File: config.mk
export PLATFORM = sky130hd
export DESIGN_NAME = lfsr_generator
export DESIGN_NICKNAME = d
export VERILOG_FILES = /design/src/rtl/lfsr_generator.sv
export SDC_FILE = /design/constraint.sdc
export NUM_CORES = 1
export LEC_CHECK = 0
export BUFFER_PORTS_ARGS = -buffer_cell sky130_fd_sc_hd__buf_2
export CAP_MARGIN = 0
export CELL_PAD_IN_SITES_DETAIL_PLACEMENT = 0
export CELL_PAD_IN_SITES_GLOBAL_PLACEMENT = 1
export CORE_ASPECT_RATIO = 0.7
export CORE_MARGIN = 5
export CORE_UTILIZATION = 31
export DETAILED_ROUTE_END_ITERATION = 12
export PLACE_DENSITY = 0.68
export SLEW_MARGIN = 20
export SYNTH_ARGS = -nofsm -noshare
export SYNTH_HDL_FRONTEND = slang
export SYNTH_SLANG_ARGS = --single-unit
File: constraint.sdc
create_clock -name clk -period 1.8 [get_ports clk]
set_input_delay 0.45 -clock clk [delete_from_list [all_inputs] [get_ports clk]]
set_output_delay 0.45 -clock clk [all_outputs]
set_load 0.005 [all_outputs]
File: src/rtl/lfsr_generator.sv
// lfsr_generator: 8-bit Galois LFSR pattern source with optional error-burst injection.
//
// The LFSR includes the all-zero state, so it walks all 256 values. Each word is
// registered onto o_LFSR with o_valid for a downstream pattern checker.
//
// Optional feature macro: LFSR_GEN_ERR_INJ_EN
//   defined   -> INJECT state, burst counter and mask latch are built; a request
//                corrupts the next i_inj_len valid words with i_inj_mask.
//   undefined -> i_inj_req/i_inj_len/i_inj_mask are ignored, o_inj_active is 0.
//
// Ports:
//   clk           rising-edge clock
//   i_reset       asynchronous, active-high reset
//   i_enable      run/advance request
//   i_seed_load   synchronous seed load strobe (highest priority)
//   i_seed        seed value captured on i_seed_load
//   i_inj_req     error-burst request pulse
//   i_inj_len     number of words to corrupt (0 = no burst)
//   i_inj_mask    XOR mask applied to corrupted words
//   o_LFSR        registered generated word
//   o_valid       o_LFSR holds a new word this cycle
//   o_inj_active  current valid o_LFSR word is corrupted
//   o_word_cnt    count of words emitted with o_valid high (wraps)
module lfsr_generator #(
    parameter logic [7:0] SEED_DEFAULT = 8'h01
) (
    input  logic        clk,
    input  logic        i_reset,
    input  logic        i_enable,
    input  logic        i_seed_load,
    input  logic [7:0]  i_seed,
    input  logic        i_inj_req,
    input  logic [2:0]  i_inj_len,
    input  logic [7:0]  i_inj_mask,
    output logic [7:0]  o_LFSR,
    output logic        o_valid,
    output logic        o_inj_active,
    output logic [15:0] o_word_cnt
);

    localparam int unsigned LFSR_W = 8;
    localparam int unsigned CNT_W  = 16;
`ifdef LFSR_GEN_ERR_INJ_EN
    localparam int unsigned LEN_W  = 3;
`endif

    typedef enum logic [1:0] {
        IDLE   = 2'd0,
        RUN    = 2'd1
`ifdef LFSR_GEN_ERR_INJ_EN
        ,
        INJECT = 2'd2
`endif
    } state_t;

    state_t              state_q;
    logic [LFSR_W-1:0]   lfsr_q;
    logic [LFSR_W-1:0]   lfsr_d;
    logic [LFSR_W-1:0]   word_q;
    logic                valid_q;
    logic [CNT_W-1:0]    cnt_q;
    logic                fb_c;

`ifdef LFSR_GEN_ERR_INJ_EN
    logic [LEN_W-1:0]    burst_q;
    logic [LFSR_W-1:0]   mask_q;
    logic                inj_q;
`else
    logic                unused_inj_c;
    assign unused_inj_c = ^{i_inj_req, i_inj_len, i_inj_mask};
`endif

    // Feedback with the zero-state insertion term: forces the 0x80 -> 0x00 -> 0x8D detour
    assign fb_c   = lfsr_q[7] ^ (lfsr_q[6:0] == 7'd0);
    assign lfsr_d = {lfsr_q[6] ^ fb_c, lfsr_q[5], lfsr_q[4], lfsr_q[3],
                     lfsr_q[2] ^ fb_c, lfsr_q[1] ^ fb_c, lfsr_q[0], fb_c};

    // Control FSM, LFSR state, output word and word counter
    always_ff @(posedge clk or posedge i_reset) begin
        if (i_reset) begin
            state_q <= IDLE;
            lfsr_q  <= SEED_DEFAULT;
            word_q  <= '0;
            valid_q <= 1'b0;
            cnt_q   <= '0;
`ifdef LFSR_GEN_ERR_INJ_EN
            burst_q <= '0;
            mask_q  <= '0;
            inj_q   <= 1'b0;
`endif
        end else if (i_seed_load) begin
            // Seed load aborts everything except the word counter
            state_q <= IDLE;
            lfsr_q  <= i_seed;
            valid_q <= 1'b0;
`ifdef LFSR_GEN_ERR_INJ_EN
            burst_q <= '0;
            mask_q  <= '0;
            inj_q   <= 1'b0;
`endif
        end else begin
            case (state_q)
                IDLE: begin
                    valid_q <= 1'b0;
`ifdef LFSR_GEN_ERR_INJ_EN
                    inj_q   <= 1'b0;
`endif
                    if (i_enable) begin
                        state_q <= RUN;
                    end
                end

                RUN: begin
`ifdef LFSR_GEN_ERR_INJ_EN
                    inj_q <= 1'b0;
`endif
                    if (i_enable) begin
                        word_q  <= lfsr_q;
                        valid_q <= 1'b1;
                        lfsr_q  <= lfsr_d;
                        cnt_q   <= cnt_q + CNT_W'(1);
`ifdef LFSR_GEN_ERR_INJ_EN
                        // Current word goes out clean; the burst starts with the next one
                        if (i_inj_req && (i_inj_len != '0)) begin
                            burst_q <= i_inj_len;
                            mask_q  <= i_inj_mask;
                            state_q <= INJECT;
                        end
`endif
                    end else begin
                        valid_q <= 1'b0;
                        state_q <= IDLE;
                    end
                end

`ifdef LFSR_GEN_ERR_INJ_EN
                INJECT: begin
                    if (i_enable) begin
                        word_q  <= lfsr_q ^ mask_q;
                        valid_q <= 1'b1;
                        inj_q   <= 1'b1;
                        lfsr_q  <= lfsr_d;
                        cnt_q   <= cnt_q + CNT_W'(1);
                        burst_q <= burst_q - LEN_W'(1);
                        if (burst_q == LEN_W'(1)) begin
                            state_q <= RUN;
                        end
                    end else begin
                        // Paused: burst position and LFSR are frozen
                        valid_q <= 1'b0;
                        inj_q   <= 1'b0;
                    end
                end
`endif

                default: begin
                    state_q <= IDLE;
                    valid_q <= 1'b0;
                end
            endcase
        end
    end

    assign o_LFSR     = word_q;
    assign o_valid    = valid_q;
    assign o_word_cnt = cnt_q;

`ifdef LFSR_GEN_ERR_INJ_EN
    assign o_inj_active = inj_q;
`else
    assign o_inj_active = 1'b0;
`endif

endmodule

Yosys cells after proc, flatten, opt, wreduce, memory -nomap -nowiden
Cells that the tools add are included.
- bits in registers: 35
- word-level logic and storage cells: 31
- eq/ne operators: 3
- bitwise gates (word level): 5
- reduce and logical (&&, ||, !) cells: 7
- add/sub/neg operators: 1
- muxes and demuxes: 10
- operators with widths (kind ; count):
    $mux 8 ; 3
    $add 16x1->16 const B ; 1
    $logic_not 7->1 ; 1
    $mux 2 ; 3
    $ne 3x3->1 const B ; 2
    $pmux 2 s2 ; 1
    $reduce_and 2->1 ; 2
    $reduce_bool 2->1 ; 2
    $xor 1x1->1 ; 4
    $mux 1 ; 3
    $reduce_and 3->1 ; 1
    $eq 2x1->1 const B ; 1
    $logic_not 2->1 ; 1
    $not 1->1 ; 1

Depth between registers and ports, before layout
Gate-level depths: netlist of run 1.
- word-level depth: 6
- mapped depth: 7
- depth with buffers taken out: 5

Worst setup path before layout of run 1
Ideal clock, no wire load.
- path type: register -> register
- from: reg lfsr_q[6]
- to: reg lfsr_q[7]
- setup slack: 0.395 ns
- clock period less this slack: 1.405 ns
- data required time: 1.674 ns
- cell stages (with the launch flop): 5
- path buffers: 0
- arrival: 1.279 ns
- path through: dfrtp_1 > nor4_4 > a21oi_1 > xnor2_1 > a221o_1
- longest elaborated chain between the ends: 6
- RTL lines (element ; line ; RTL):
    start: declaration ; 57 ; logic [LFSR_W-1:0] lfsr_q;
    start signal: assignment ; 94 ; lfsr_q <= i_seed;
    start signal: assignment ; 120 ; lfsr_q <= lfsr_d;
    $logic_not 7->1 ; 74 ; assign fb_c = lfsr_q[7] ^ (lfsr_q[6:0] == 7'd0);
    $xor 1x1->1 ; 74 ;
    $xor 1x1->1 (*) ; 75 ; assign lfsr_d = {lfsr_q[6] ^ fb_c, lfsr_q[5], lfsr_q[4], lfsr_q[3],
    $mux 8 (*) ; 117 ; if (i_enable) begin
    $mux 8 (*) ; 102 ; case (state_q)
    $mux 8 (*) ; 91 ; end else if (i_seed_load) begin
Mark *: on every way between the ends. The rest lies on a longest branch, timed or not. The select of a mux whose other input is x is not followed.
A chain may end at the register's enable or synchronous reset.

Final worst setup path of run 1
- from: reg lfsr_q[3]
- to: reg lfsr_q[7]
- longest elaborated chain between the ends: 6
- RTL lines (element ; line):
    $logic_not 7->1 ; 74
    $xor 1x1->1 ; 74
    $xor 1x1->1 ; 75
    $mux 8 ; 117
    $mux 8 ; 102
    $mux 8 ; 91
Every way passes these cells. The select of a mux whose other input is x is not followed.

==> flow_summary.toml, run 1 <==
[detailed_routing]
vias = 1144
drtAntennaViolNets = 0
drt_iter0_markers = 51
drcViolationCount = 0
drt_pass1_iterations = 4
vias_per_cell = 4.43
wire_per_inst_um = 12.5
wirelength_um = 3210

[sta]
fin_crit_sh_pct = 87.1
hold_violations = 0
setup_violations = 0
finalSetupTns_ns = 0
whs_ns = 0.256
layout_min_cycle_time_ns = 1.57
rsz0062_at_grt = "no"
fmax_mhz = 638
drv_slew = 0
finClkSkew_ns = 0.00364

[yosys]
synth_common_cells = "nand2_1, dfrtp_1, xnor2_1, xor2_1"
synthFlopType = "dfrtp_1"
synth.most_common_cell = "nand2_1"
synth.area.top_cells = "dfrtp_1, nand2_1, xnor2_1"
netlist_area_um2 = 1540
syn_avg_cell_area_um2 = 10.5
synth_fp_nets = 172
yosysWarnings = 0
synthDominantCellAreaShare_pct = 53.6
synth_seq_cells = 34
synthCells = 147
post-synth-top-area-cell = "dfrtp_1"
async_flop_share_pct = 100
synth_edf_count = 0
yosysUniqueCellTypes = 30
ys_seq_area_share_pct = 55.3

[placed_design]
port_buffers = 36
hpwl_um = 2420
dp.cells = 250
place_congestion = 0.859

[setup_path]
crit_arrival_ns = 1.73
crit_type = "register to register"
worstPathRequired_ns = 1.96
cp-end-kind = "register"
cp-start-kind = "register"
critPathMaxFanout = 4

[global_route]
overflow = 0
grt_pass1_wl_um = 5490
grtUsageTotal_pct = 11.2
grt_pass1_vias = 1149
antenna_found_initial = 0
grt_max_degree = 35

[clock_tree]
cts_root_buffer = "clkbuf_8"
htree_levels = 2
cts.sinks = 34
cts_buffer_depth = 2
tritoncts = "done"
clock_latency_ns = 0.28
cts_hold_buffers = 0
cts_resized = 0
clk_pin_slew_worst_paths_ns = 0.07
post_cts_buffers = 0
cts_made_buffers = 5

[die]
core_um2 = 4810
initial_core_util_pct = 32.0
chipWidth_um = 94.3
die_area_um2 = 6500
design.portCount = 50
die_y_um = 69.0
fp-row-count = 21

[power_and_ir_drop]
leakage_nw = 1.06
pwr_density_cell_nw_per_um2 = 1080
max-vdd-ir-drop_v = 0.000317

[run]
maxCapViolations = 0

[outcome]
status = "completed"

[layout]
post_route_cells_drive_above_1_share_pct = 28.6
instances_no_fill = 258
nNetsFinal = 213
area_growth_pct = 26.2
diodes = 0

[hold_path]
hold_path_class = "input port to async pin"
-- power breakdown --
part | internal, mW | total (mW) | switching, mW
Combinational | 0.141 | 0.282 | 0.141
Sequential | 0.860 | 0.965 | 0.105
Clock | 0.591 | 0.862 | 0.272
Total | 1.59 | 2.11 | 0.518
-- metrics by stage --
step	utilization [%]	area [um2]	worst slack [ns]	power (mW)
after floorplan	-	1540	0.395	1.13
after global placement	37.5	1800	0.240	1.26
after detailed placement	37.5	1800	0.227	1.27
after CTS	40.4	1940	0.237	2.14
after global routing	40.4	1940	0.105	2.24
final	40.4	1940	0.231	2.11
-- state kept, by name (all words and copies together), names as in the netlist --
name,count
o_word_cnt,16
lfsr_q,8
o_LFSR,8
o_valid,1
state_q,1
-- worst paths after layout --
check                                    start             end  slack (ns)  cells past startpoint
worst max-delay path                 lfsr_q[3]       lfsr_q[7]        0.23                      4
worst min-delay path                   i_reset   o_word_cnt[7]        0.26                      3
worst max register to register       lfsr_q[3]       lfsr_q[7]        0.23                      4
worst min register to register  o_word_cnt[15]  o_word_cnt[15]        0.47                      1
max in group asynchronous              i_reset       lfsr_q[0]        1.21                      3
min in group clk                     i_seed[6]       lfsr_q[6]        0.37                      3
-- critical path, cell delays in order, from the launching register on --
cell and delay, ns:
dfrtp_1 0.43, nor3_1 0.41, a21oi_1 0.15, xnor2_1 0.14, a221o_1 0.32
-- placed cells by master (no fill, tap or decap), types with 2 or more instances in the layout --
cell | Yosys | layout
and4_1 | 2 | 2
xnor2_1 | 11 | 11
a21oi_1 | 3 | 3
mux2i_1 | 4 | 4
o21ai_0 | 4 | 4
nand2_1 | 49 | 49
nand3_1 | 3 | 3
nor2_1 | 4 | 4
bufinv_16 | 0 | 2
clkbuf_8 | 0 | 6
dfrtp_1 | 33 | 33
o221ai_1 | 3 | 3
buf_2 | 1 | 36
and3_1 | 2 | 2
buf_4 | 1 | 4
xor2_1 | 8 | 8
inv_1 | 2 | 2
-- final cells by class --
cell class,instances,area (um2)
inverters,2,7.51
multi-input cells,105,646
flip-flops and latches,34,852
clock inverters,2,60.1
clock buffers,6,82.6
fillers,487,2860
well taps,69,86.3
repair buffers,40,210
-- routing by layer --
metal  up-vias  track usage, %  share of wire [%]
met2        26            16.7                 45
met3         7            3.80                6.5
met1       550            14.6                 46
met5         -               0                  0
met4         0            5.41                2.0
li1        561               -                  -
-- kinds of logic (layout without fill, tap and decap cells) --
logic type | Yosys count | in the layout | synth area share, %
xor+xnor | 19 | 19 | 10.8
fa+ha+maj | 1 | 1 | 0.812
flops | 34 | 34 | 55.3
mux | 4 | 4 | 2.60
other cells | 1 | 1 | 0.243
buf+inv | 8 | 50 | 2.76
compound gates | 11 | 11 | 4.63
simple gates | 69 | 69 | 22.8
No activity file was read; power rests on OpenSTA's default activity.
==> inputs of run 2 (changes only) <==
CORE_MARGIN = 1.5   (was 5)
==> run 2 against run 1 <==
Hold slack lost 0.0097 ns. Sequential cell count is the same. Via count shrank 1.4%. Routed wire length shrank 0.96%. Sequential share of layout area grew 1.1 points. Die area shrank 17%. Clock-buffer cell count is the same. Largest cell class unchanged. Critical path type unchanged. Final cell count is the same.
==> flow_summary.toml, run 2 (same netlist as run 1, synthesis figures left out) <==
[power_and_ir_drop]
pwr_density_cell_nw_per_um2 = 965
p_switching_uw = 524
max-vdd-ir-drop_v = 0.000400
p_sw_share_pct = 28.6
p_seq_share_pct = 52.6
comb_power_share_pct = 15.2
power.internal_mw = 1.31
power_mw = 1.83
leakage_nw = 1.04
clockPowerShare_pct = 32.1

[setup_path]
worstPathRequired_ns = 1.97
worst_path_largest_cell_delay_ns = 0.45
critPathMaxFanout = 4
critical-path-top-delay-family = "compound AO/OA/AOI/OAI gates"
crit_type = "register to register"
crit_arrival_ns = 1.81
cp-start-kind = "register"
crit_buf_inv = 0
crit_chain = "nor3_1 > a21oi_1 > xnor2_1 > a221o_1"
cp_slowest_cell = "nor3_1"
cp-end-kind = "register"

[sta]
fmax_mhz = 608
layout_min_cycle_time_ns = 1.65
hold_violations = 0
finalSetupTns_ns = 0
drv_slew = 0
finClkSkew_ns = 0.00498
whs_ns = 0.246
setup_violations = 0
fin_crit_sh_pct = 91.4
rsz0062_at_grt = "no"

[clock_tree]
post_cts_buffers = 0
cts_root_buffer = "clkbuf_8"
tritoncts = "done"
cts_made_buffers = 5
htree_levels = 2
cts.sinks = 34
clk_pin_slew_worst_paths_ns = 0.07
cts_buffer_depth = 2
cts_resized = 0
clock_latency_ns = 0.28
cts_hold_buffers = 0

[detailed_routing]
vias = 1128
vias_per_cell = 4.37
drcViolationCount = 0
wire_per_inst_um = 12.3
drtAntennaViolNets = 0
drt_pass1_iterations = 4
wirelength_um = 3180
drt_iter0_markers = 49

[die]
initial_core_util_pct = 32.2
core_um2 = 4780
fp-row-count = 21
die_y_um = 62.0
chipWidth_um = 87.3
design.portCount = 50
die_area_um2 = 5410

[global_route]
antenna_found_initial = 0
overflow = 0
grt_max_degree = 35
grtUsageTotal_pct = 12.4
grt_pass1_vias = 1052
grt_pass1_wl_um = 4980

[layout]
nFillCells = 506
post_route_cells_drive_above_1_share_pct = 28.6
final_common_cell = "nand2_1"
post-route-util_pct = 39.7
layout_common_cells = "nand2_1, buf_2, dfrtp_1"
nNetsFinal = 213
largest_reg_flops = 16
final_area_um2 = 1900
area_growth_pct = 23.2
diodes = 0

[placed_design]
place_congestion = 0.698
hpwl_um = 2360
dpl-instance-area_um2 = 1800
port_buffers = 36

[run]
maxCapViolations = 0

[outcome]
status = "completed"

[hold_path]
hold_path_class = "input port to async pin"
-- run 2: per-stage QoR --
step / worst slack (ns) / cells
after global routing: 0.142 / 258
final: 0.154 / 258
after detailed placement: 0.216 / 250
after floorplan: 0.395 / 147
after global placement: 0.275 / 250
after CTS: 0.199 / 258
-- run 2: routing by layer --
layer	up-vias	share of wire [%]	track usage, %
met3	4	5.4	4.10
met1	540	49	17.3
met2	25	45	18.7
li1	559	-	-
met4	0	1.1	3.40
met5	-	0	0
-- run 2: worst paths after layout --
path,startpoint,end,slack [ns],depth (start not counted)
min in group clk,i_seed[6],lfsr_q[6],0.37,3
max reg2reg,lfsr_q[3],lfsr_q[7],0.15,4
min,i_reset,o_LFSR[4],0.25,3
min reg2reg,o_LFSR[5],o_LFSR[5],0.47,2
max,lfsr_q[3],lfsr_q[7],0.15,4
max in group asynchronous,i_reset,lfsr_q[0],1.21,3
-- run 2: power groups by stage --
stage	clock [mW]	combinational [mW]	sequential (mW)
after floorplan	0	0.162	0.964
after global placement	0	0.280	0.972
after detailed placement	0	0.286	0.980
after CTS	0.596	0.287	0.966
after global routing	0.628	0.321	0.983
final	0.588	0.279	0.964
-- run 2: layout make-up --
type / instances / area, um2 / area share (%)
flip-flops and latches: 34 / 852 / 44.9
multi-input cells: 105 / 646 / 34.0
repair buffers: 40 / 210 / 11.1
well taps: 69 / 86.3 / 4.55
clock buffers: 6 / 82.6 / 4.35
clock inverters: 2 / 12.5 / 0.660
inverters: 2 / 7.51 / 0.396
-- run 2: worst reg2reg max path, delay by kind of cell (launching register included) --
kind	cells	cell delay [ns]
AOI/OAI and AO/OA	2	0.50
and+or+nand+nor	1	0.45
DFF	1	0.43
xor gates and xnor gates	1	0.16
